===== config.mk =====
export PLATFORM = sky130hd
export DESIGN_NAME = fir_out_buffer
export DESIGN_NICKNAME = d
export VERILOG_FILES = /design/src/rtl/fir_pkg.sv /design/src/rtl/sync_fifo_fwft.sv /design/src/rtl/fir_out_buffer.sv
export SDC_FILE = /design/constraint.sdc
export NUM_CORES = 1
export LEC_CHECK = 0
export BUFFER_PORTS_ARGS = -buffer_cell sky130_fd_sc_hd__buf_2
export CORE_UTILIZATION = 45
export CTS_CLUSTER_SIZE = 28
export DETAILED_ROUTE_END_ITERATION = 7
export HOLD_SLACK_MARGIN = 0.15
export RECOVER_POWER = 25
export SLEW_MARGIN = 20
export SYNTH_ARGS = -nofsm -noshare
export SYNTH_HDL_FRONTEND = slang
export SYNTH_HIERARCHICAL = 1
export SYNTH_SLANG_ARGS = --single-unit

===== constraint.sdc =====
create_clock -name clk -period 3.9 [get_ports clk]
set_clock_uncertainty 0.1 [all_clocks]
set_input_delay 0.195 -clock clk [delete_from_list [all_inputs] [get_ports clk]]
set_output_delay 0.195 -clock clk [all_outputs]
set_load 0.05 [all_outputs]

===== src/rtl/fir_pkg.sv =====
// Shared widths and timing of the 5-tap shift-add FIR filter and its output buffer.
package fir_pkg;
    localparam int FIR_DATA_W = 10;
    localparam int FIR_IN_W   = 8;
    localparam int FIR_TAPS   = 5;
    localparam int FIR_LAT    = 2;

    typedef logic [FIR_DATA_W-1:0] fir_out_t;
endpackage


===== src/rtl/sync_fifo_fwft.sv =====
// Synchronous first-word-fall-through FIFO; head word is read combinationally from storage.
module sync_fifo_fwft #(
    parameter int DATA_W = 10,
    parameter int DEPTH  = 16
) (
    input  logic                     clk,
    input  logic                     rst,
    input  logic                     push,
    input  logic [DATA_W-1:0]        wdata,
    input  logic                     pop,
    output logic [DATA_W-1:0]        rdata,
    output logic                     full,
    output logic                     empty,
    output logic [$clog2(DEPTH):0]   count
);
    localparam int AW = $clog2(DEPTH);

    logic [DATA_W-1:0] mem [DEPTH];
    logic [AW-1:0]     wr_ptr;
    logic [AW-1:0]     rd_ptr;
    logic              do_push;
    logic              do_pop;

    assign empty   = (count == '0);
    assign full    = (count == (AW+1)'(DEPTH));
    assign do_pop  = pop && !empty;
    // A full FIFO still takes a word when the head leaves in the same cycle.
    assign do_push = push && (!full || do_pop);
    assign rdata   = empty ? '0 : mem[rd_ptr];

    always_ff @(posedge clk) begin
        if (do_push) begin
            mem[wr_ptr] <= wdata;
        end
    end

    always_ff @(posedge clk) begin
        if (rst) begin
            wr_ptr <= '0;
            rd_ptr <= '0;
            count  <= '0;
        end else begin
            if (do_push) begin
                wr_ptr <= wr_ptr + 1'b1;
            end
            if (do_pop) begin
                rd_ptr <= rd_ptr + 1'b1;
            end
            case ({do_push, do_pop})
                2'b10:   count <= count + 1'b1;
                2'b01:   count <= count - 1'b1;
                default: count <= count;
            endcase
        end
    end
endmodule


===== src/rtl/fir_out_buffer.sv =====
// FIR output buffer: realigns sample-valid, drops warm-up outputs, queues good words.
// Optional peak tracker (peak, peak_clr ports) built when FIR_OUT_PEAK_EN is defined.
module fir_out_buffer
    import fir_pkg::*;
#(
    parameter int DATA_W = FIR_DATA_W,
    parameter int LAT    = FIR_LAT,
    parameter int TAPS   = FIR_TAPS,
    parameter int DEPTH  = 16
) (
    input  logic                     clk,
    input  logic                     rst,
    input  logic                     in_valid,
    input  logic [DATA_W-1:0]        din,
    output logic [DATA_W-1:0]        out_data,
    output logic                     out_valid,
    input  logic                     out_ready,
    output logic [$clog2(DEPTH):0]   count,
    output logic                     overflow
`ifdef FIR_OUT_PEAK_EN
    ,
    output logic [DATA_W-1:0]        peak,
    input  logic                     peak_clr
`endif
);
    localparam int RUN_W = (TAPS > 1) ? $clog2(TAPS) : 1;
    localparam logic [RUN_W-1:0] RUN_MAX = RUN_W'(TAPS - 1);

    logic [LAT-1:0]   vsr;
    logic             av;
    logic [RUN_W-1:0] run;
    logic             push_req;
    logic             pop_now;
    logic             full;
    logic             empty;

    assign av       = vsr[LAT-1];
    assign push_req = av && (run == RUN_MAX);
    assign pop_now  = out_valid && out_ready;
    assign out_valid = !empty;

    always_ff @(posedge clk) begin
        if (rst) begin
            vsr      <= '0;
            run      <= '0;
            overflow <= 1'b0;
        end else begin
            vsr <= (vsr << 1) | LAT'(in_valid);
            // run saturates at TAPS-1 once the history window is fully valid
            if (!av) begin
                run <= '0;
            end else if (run != RUN_MAX) begin
                run <= run + 1'b1;
            end
            if (push_req && full && !pop_now) begin
                overflow <= 1'b1;
            end
        end
    end

    sync_fifo_fwft #(
        .DATA_W (DATA_W),
        .DEPTH  (DEPTH)
    ) u_fifo (
        .clk   (clk),
        .rst   (rst),
        .push  (push_req),
        .wdata (din),
        .pop   (out_ready),
        .rdata (out_data),
        .full  (full),
        .empty (empty),
        .count (count)
    );

`ifdef FIR_OUT_PEAK_EN
    logic push_acc;

    assign push_acc = push_req && (!full || pop_now);

    always_ff @(posedge clk) begin
        if (rst || peak_clr) begin
            peak <= '0;
        end else if (push_acc && (din > peak)) begin
            peak <= din;
        end
    end
`endif
endmodule


* Yosys cells after proc, flatten, opt, wreduce, memory -nomap -nowiden
Memories as Yosys holds them, arrays and structs flattened. A register that Yosys moved wholly into a read port is not among the register bits. Cells that the tools add are included. Widths: inputs -> output; s select.
Word-level totals: flip-flop bits (word level) 19, RAM bits 160, input port bits 14, word-level logic and storage cells 37, memories 1
Operators by class: $add $sub $neg 5, eq/ne operators 5, mux-type cells 6, bitwise operators 2, reductions and logical operators 12
Memories:
- u_fifo.mem | words 16, width 10, rd ports 1, clocked after memory_dff 1, wr ports 1, RTL line sync_fifo_fwft.sv:18 | logic [DATA_W-1:0] mem [DEPTH];
Operators with widths (number):
- $mux 10 | 1
- $pmux 5 s2 | 1
- $add 4x1->4 const B | 2
- $mux 4 | 2
- $add 5x1->5 const B | 1
- $eq 5x5->1 const B | 1
- $logic_and 1x1->1 | 5
- $logic_not 5->1 | 1
- $sub 5x1->5 const B | 1
- $add 3x1->3 const B | 1
- $eq 3x3->1 const B | 1
- $logic_not 1->1 | 3
- $ne 3x3->1 const B | 1
- $eq 2x1->1 const B | 1
- $eq 2x2->1 const B | 1
- $mux 1 | 2
- $or 2x1->2 | 1
- $reduce_bool 2->1 | 1
- $reduce_or 2->1 | 1
- $logic_or 1x1->1 | 1
- $not 1->1 | 1

* Longest topological paths before layout
Gate-level depths: netlist of the first run.
word-level depth 7, mapped depth 12, mapped depth without buffers 11

* Cells and area by module
The synthesis of the first run kept the hierarchy.
Modules (own cells, without submodules):
- sync_fifo_fwft | times used 1, cells an instance 381, area each 7171.9 um^2, seq. area each 5144.9 um^2
- fir_out_buffer | times used 1, cells an instance 28, area each 269.0 um^2, seq. area each 120.1 um^2

* Worst setup path before layout of the first run
No wires, ideal clock.
path kind register to register, start point reg u_fifo.count[3], end point reg u_fifo.count[4], setup time 134 ps, data arrival time 2599 ps, data required time 3666 ps, setup slack 1067 ps, cell stages (with the launch flop) 10, buffers on the path 1, period minus slack after synthesis 2833 ps, cell sequence dfxtp_1 or4_4 buf_6 o21ai_2 inv_2 ha_1 nand2b_1 o2bb2ai_1 a2111oi_0 or4_1
Between the ends: longest elaborated chain between the ends 7, elaborated cells on any way between the ends 13, classes of those cells add/sub: 2; eq/ne: 3; mux: 1; reduce/logical: 7
RTL lines:
- from (decl) | RTL line sync_fifo_fwft.sv:14 | output logic [$clog2(DEPTH):0] count
- from (signal assigned) | RTL line sync_fifo_fwft.sv:50 | 2'b10: count <= count + 1'b1;
- from (signal assigned) | RTL line sync_fifo_fwft.sv:51 | 2'b01: count <= count - 1'b1;
- from (signal assigned) | RTL line sync_fifo_fwft.sv:52 | default: count <= count;
- $logic_not 5->1 | RTL line sync_fifo_fwft.sv:24 | assign empty = (count == '0);
- $logic_not 1->1 | RTL line sync_fifo_fwft.sv:26 | assign do_pop = pop && !empty;
- $logic_and 1x1->1 | RTL line sync_fifo_fwft.sv:26
- $logic_or 1x1->1 | RTL line sync_fifo_fwft.sv:28 | assign do_push = push && (!full || do_pop);
- $logic_and 1x1->1 | RTL line sync_fifo_fwft.sv:28
- $eq 2x1->1 or $eq 2x2->1 (tied branches) | RTL line sync_fifo_fwft.sv:49 | case ({do_push, do_pop})
- $pmux 5 s2 or $reduce_bool 2->1 (tied branches)
Parallel ways exist; a longest one is shown, timed or not. A chain may end at the register's enable or synchronous reset.

==> flow_summary.ini, run 1 <==
[power]
p_int_mw = 3.71
swShare = 0.323
power_density_nw_per_um2 = 635
power_leakage_nw = 2.83
comb_power_share = 0.277
seq_power_share = 0.414
irDropWorstVdd_mv = 0.596
p_sw_mw = 1.77
pwr-share-clk = 0.309

[synthesis]
synth-simple-area-share = 0.0563
synth_top_family_by_area = multiplexers
async_reset_ff_frac = 0
ys_warn_count = 6
syn-cell-area_sq_um = 7440
yosysTopAreaCellShare = 0.646
synth-edff-count = 160
synth-compound-area-share = 0.0501
ys_seq_area_frac = 0.708
muxShareOfSynthArea = 0.140
synthAdderAreaFrac = 0.0195
synth_cell_types = 48
synth_cells = 409
synth-xor-area-share = 0.00471
yosys_register_bits = 183
synth_area_leaders = edfxtp_1 65%, mux4_2 12%, dfxtp_1 6.2%
synth_ff_type = edfxtp_1
synth_area_leader_cell = edfxtp_1
syn_nets = 434
syn_avg_cell_area_sq_um = 18.2

[timing]
fin_ws_ns = 0.887
relSlewSlack = 0.349
min_period_over_period = 0.773
fmax_ghz = 0.332
finalHoldViolCount = 0
holdWs_ns = 0.357
rsz0062_at_grt = false
finalSetupViolCount = 0
tns_ns = 0
min_period_ns = 3.01
worst_slew_pin_slew_ns = 0.968
maxSlewViolCount = 0

[routing]
drt_iter0_markers = 223
wl_per_cell_microns = 21.0
met3WireLength_microns = 1060
drc_errors = 0
dr.pass1.iters = 4
route.vias.total = 3826
routed_wirelength_microns = 14500
met1_length_microns = 6230
detail-route-antenna-nets = 0
via_per_inst = 5.52
top_layer_used = met4
wl_met2_microns = 7140

[worst_setup_path]
cp_slowest_stage_delay_ns = 0.69
rrSetupSlack_ns = 0.99
start_kind = flip-flop
critPathMostFrequentCell = a211oi_1
end_kind = primary output
crit_path_end = out_data[7]
crit_path_cell_trace = buf_12 > mux4_2 > a211oi_1 > a211oi_1 > buf_2
worstSetupPathType = reg -> out
worst_path_max_delay_cell = dfxtp_2
rr_startpoint = run[0]
cp_max_fo = 25
arrival_ns = 2.72
rr_endpoint = u_fifo/count[4]
ff2ff_path_depth = 10
required_ns = 3.61

[cells_and_area]
layout.cells.non_filler = 693
final_nets = 489
final_cell_mix = 160 x edfxtp_1, 40 x mux4_2, 23 x buf_2, 21 x dfxtp_1, 20 x a211oi_1
area_delta_synth_final_pct = 15.9
drive_gt1_frac = 0.254
antenna_cells = 0
final_common_cell = edfxtp_1
fill_cells = 1322

[die]
fp.dieW_microns = 131
start_util = 0.465
rows = 46
die_y_microns = 131
die_area_sq_um = 17100
coreArea_sq_um = 16000
ioPinCount = 31

[clock_network]
cts_tree = done
cts_buffer_depth = 2
cts_buffers = 17
root_buffer = clkbuf_16
post_cts_buffers = 0
clkSlewWorstSetupHoldPaths_ns = 0.07
clock_latency_ns = 0.42
clkSinkCount = 183
htreeDepth = 4

[global_routing]
grtUsageTotal = 0.190
grt_max_degree = 31
grt_pass1_wl_microns = 22500
antenna_found_initial = 0
overflow = 0
grt_pass1_vias = 3874

[placed_design]
io_buffers = 30
place.gp.congestion = 0.742
dpl.hpwl_microns = 8980
dp_cells = 647
dp_slack_ns = 0.990

[status]
status = completed

[run]
maxCapViolations = 0

[hold_path]
hold_path.class = reg -> reg
final cells by class:
class / instances / area, sq um / share of cell area
Clock inverter: 13 / 153 / 0.0177
Clock buffer: 19 / 433 / 0.0502
Timing Repair Buffer: 56 / 397 / 0.0460
Sequential cell: 183 / 5270 / 0.611
Inverter: 18 / 67.6 / 0.00783
Multi-Input combinational cell: 188 / 2040 / 0.236
Tap cell: 216 / 270 / 0.0313
worst min-delay path by stage:
stage | slack, ns | cells past startpoint | start | to
floorplan | 0.17 | 1 | rst | vsr[0]
global placement | 0.31 | 2 | in_valid | vsr[0]
detailed placement | 0.32 | 2 | in_valid | vsr[0]
finish | 0.36 | 1 | vsr[0] | vsr[1]
global route | 0.37 | 1 | vsr[0] | vsr[1]
CTS | 0.36 | 1 | vsr[0] | vsr[1]
sequential cells by signal, summed over array words and instances (netlist names), named ones only:
name / count
overflow: 1
vsr: 2
u_fifo/rd_ptr: 4
u_fifo/count: 5
u_fifo/wr_ptr: 4
u_fifo/mem: 160
run: 3
synthesized netlist by cell type (2+ instances only):
| library cell | count |
|---|---|
| a211oi_1 | 20 |
| mux4_2 | 40 |
| o21ai_2 | 2 |
| o21a_1 | 4 |
| nor4_1 | 5 |
| nor3_1 | 3 |
| o211ai_1 | 2 |
| a21o_1 | 2 |
| nor2_1 | 17 |
| nand3_1 | 6 |
| clkbuf_1 | 10 |
| a21oi_1 | 2 |
| o2111ai_1 | 3 |
| mux2i_1 | 14 |
| ha_1 | 10 |
| edfxtp_1 | 160 |
| dfxtp_1 | 23 |
| nand2b_1 | 7 |
| buf_2 | 7 |
| o21ai_0 | 2 |
| and3_1 | 5 |
| nor2b_1 | 14 |
| inv_1 | 17 |
| or2_2 | 2 |
| and2_1 | 4 |
| xor2_1 | 3 |
| o41ai_1 | 2 |
| nor3b_1 | 3 |
power by group through the flow:
stage                     Combinational, mW  Clock (mW)  Sequential [mW]
after floorplan                        1.14           0             2.33
after global placement                 1.50           0             2.31
after detailed placement               1.52           0             2.31
after CTS                              1.54        1.74             2.27
after global routing                   1.62        1.81             2.28
final                                  1.52        1.70             2.27
metal layers:
layer  track usage  up-vias
met2         0.309      121
met4        0.0602        0
met1         0.250     1950
li1              -     1750
met3        0.0525        5
met5             0        -
kinds of logic after synthesis:
group,Yosys count
buffers and inverters,38
and+or+nand+nor,72
adders and majority gates,11
DFF,183
AOI/OAI and AO/OA,47
xor gates and xnor gates,4
muxes,54
through the flow:
step,utilization,instance area (sq um),total power [mW]
3_3_place_gp,0.494,7910,3.81
4_1_cts,0.540,8630,5.55
2_1_floorplan,-,7440,3.47
3_5_place_dp,0.494,7910,3.84
6_report,0.539,8630,5.48
5_1_grt,0.539,8630,5.71
critical path, delay by kind of cell (launching register included):
| kind | cells | cell delay [ns] |
|---|---|---|
| flip-flops | 1 | 0.69 |
| AO/OA/AOI/OAI | 2 | 0.49 |
| buffers and inverters | 2 | 0.56 |
| multiplexers | 1 | 0.51 |
repair_timing:
item,CTS,global route
hold endpoints to repair,174,0
gates resized for setup,0,0
hold buffers,14,0
Power figures use the tool's default switching activity.
==> run 2, diff against run 1 <==
==> constraint.sdc (replaced) <==
create_clock -name clk -period 2.8 [get_ports clk]
set_clock_uncertainty 0.1 [all_clocks]
set_input_delay 0.14 -clock clk [delete_from_list [all_inputs] [get_ports clk]]
set_output_delay 0.14 -clock clk [all_outputs]
set_load 0.05 [all_outputs]
==> run 2 against run 1 <==
Effect of this change:
- non-clock buffer count rose by 14
- global-route usage rose by 0.43 points
- largest cell class unchanged
- total power rose by 43%
- die area did not move
- critical path type is now reg -> reg
- wire length rose by 2.7%
- cell area rose by 1.7%
- final cell count rose by 1.9%
- highest routed layer unchanged
- sequential share of layout area fell by 0.94 points
==> flow_summary.ini, run 2 (synthesis results as in run 1) <==
[status]
status = completed

[cells_and_area]
reg_top3 = u_fifo/mem: 160 flops, u_fifo/count: 5 flops
final_nets = 503
final_common_cell = edfxtp_1
antenna_cells = 0
area_delta_synth_final_pct = 17.8
max_flop_register = u_fifo/mem
largest_reg_flops = 160
final_cell_mix = 160 x edfxtp_1, 40 x mux4_2, 23 x buf_4, 21 x buf_2, 20 x a211oi_1
drive_gt1_frac = 0.271

[global_routing]
gr-max-usage-layer = met2
grtUsageTotal = 0.195
grtUsageMet1 = 0.258
grt.met3_usage = 0.0379
overflow = 0
grt_max_degree = 41
antenna_found_initial = 0
grt_pass1_wl_microns = 23100
grt_pass1_vias = 3979
use_met2 = 0.320

[routing]
routed_wirelength_microns = 14900
via_per_inst = 5.56
wl_per_cell_microns = 21.2
drc_errors = 0
detail-route-antenna-nets = 0
drt_iter0_markers = 327
dr.pass1.iters = 5
route.vias.total = 3927

[die]
die_y_microns = 131
rows = 46
ioPinCount = 31
coreArea_sq_um = 16000
start_util = 0.465
fp.dieW_microns = 131
die_area_sq_um = 17100

[power]
pwr-share-clk = 0.310
p_int_mw = 5.32
swShare = 0.321
power_leakage_nw = 2.91
irDropWorstVdd_mv = 0.645
p_sw_mw = 2.52
power_density_nw_per_um2 = 893
seq_power_share = 0.399
comb_power_share = 0.291

[worst_setup_path]
rr_startpoint = run[0]
rrSetupSlack_ns = 0.12
arrival_ns = 2.89
crit_buf_inv = 1
start_kind = flip-flop
required_ns = 3.01
ff2ff_path_depth = 10
cp_slowest_stage_delay_ns = 0.49
end_kind = flip-flop
worst_path_max_delay_cell = or4_1
worstSetupPathType = reg -> reg
worstSetupStartpoint = run[0]
cp_max_fo = 6
crit_path_cell_trace = inv_1 > ha_1 > and3_1 > nor2b_2 > o21ai_2 > fa_1 > nand2b_1 > o2bb2ai_2 > mux2i_1 > or4_1
rr_endpoint = u_fifo/count[4]
cp_top_family = simple AND/OR/NAND/NOR gates

[hold_path]
hold_end = vsr[1]
hold_depth = 1
hold_path.class = reg -> reg
hp-start = vsr[0]

[placed_design]
io_buffers = 30
dp_slack_ns = 0.0951
place.gp.congestion = 0.765
dpl.hpwl_microns = 9250

[timing]
maxSlewViolCount = 0
min_period_ns = 2.68
finalSetupViolCount = 0
rsz0062_at_grt = false
fin_ws_ns = 0.115
relSlewSlack = 0.522
fmax_ghz = 0.372
tns_ns = 0
min_period_over_period = 0.959
worst_slew_pin_slew_ns = 0.717
finalHoldViolCount = 0

[clock_network]
clock_latency_ns = 0.43
clkSinkCount = 183
cts_tree = done
root_buffer = clkbuf_16
clkSlewWorstSetupHoldPaths_ns = 0.07
cts_buffer_depth = 2
htreeDepth = 4
cts_buffers = 17

[run]
maxCapViolations = 0
## run 2: how the worst max path moves through the flow
stage	cells after the start	endpoint
global route	10	u_fifo/count[4]
floorplan	9	u_fifo/count[4]
global placement	10	u_fifo/count[4]
CTS	6	out_data[0]
finish	10	u_fifo/count[4]
detailed placement	10	u_fifo/count[4]
## run 2: per-layer routing
layer,wire length [microns],up-vias
li1,-,1776
met1,6590,2037
met2,7480,96
met3,644,18
met4,213,0
met5,0,-
## run 2: cell type report
class,instances,area [sq um]
clock buffer,20,437
clock inverter,11,156
fill,1305,7230
inverter,18,70.1
multi-input combinational,188,2050
sequential,183,5270
tap,216,270
timing repair buffer,70,515
## run 2: worst register-to-register path, delay by kind of cell (launching register included)
family | cells | cell delay (ns)
adder cells (fa/ha/maj) | 2 | 0.66
AO/OA/AOI/OAI | 2 | 0.24
buffers and inverters | 1 | 0.06
multiplexers | 1 | 0.12
AND/OR/NAND/NOR | 4 | 1.01
flip-flops | 1 | 0.38
## run 2: what timing repair did
| action | in CTS | in global routing |
|---|---|---|
| hold buffers | 14 | 0 |
| setup endpoints to repair | 9 | 3 |
| hold endpoints to repair | 176 | 0 |
| buffers inserted | 0 | 7 |
| gates resized for setup | 1 | 4 |
| cloned | 0 | 0 |
## run 2: power groups by stage
stage | Sequential, mW | Clock (mW) | Combinational (mW)
2_1_floorplan | 3.24 | 0 | 1.59
3_3_place_gp | 3.18 | 0 | 2.21
3_5_place_dp | 3.19 | 0 | 2.22
4_1_cts | 3.13 | 2.47 | 2.25
5_1_grt | 3.13 | 2.58 | 2.44
6_report | 3.12 | 2.43 | 2.28
## run 2: per-stage QoR
step | hold WS, ns | utilization | cells | total power [mW] | area (sq um)
after detailed placement | 0.260 | 0.499 | 654 | 5.41 | 7980
after CTS | 0.341 | 0.544 | 699 | 7.85 | 8710
after floorplan | 0.112 | - | 409 | 4.83 | 7440
after global placement | 0.259 | 0.499 | 654 | 5.39 | 7980
final | 0.337 | 0.548 | 706 | 7.83 | 8770
after global routing | 0.356 | 0.548 | 706 | 8.16 | 8770
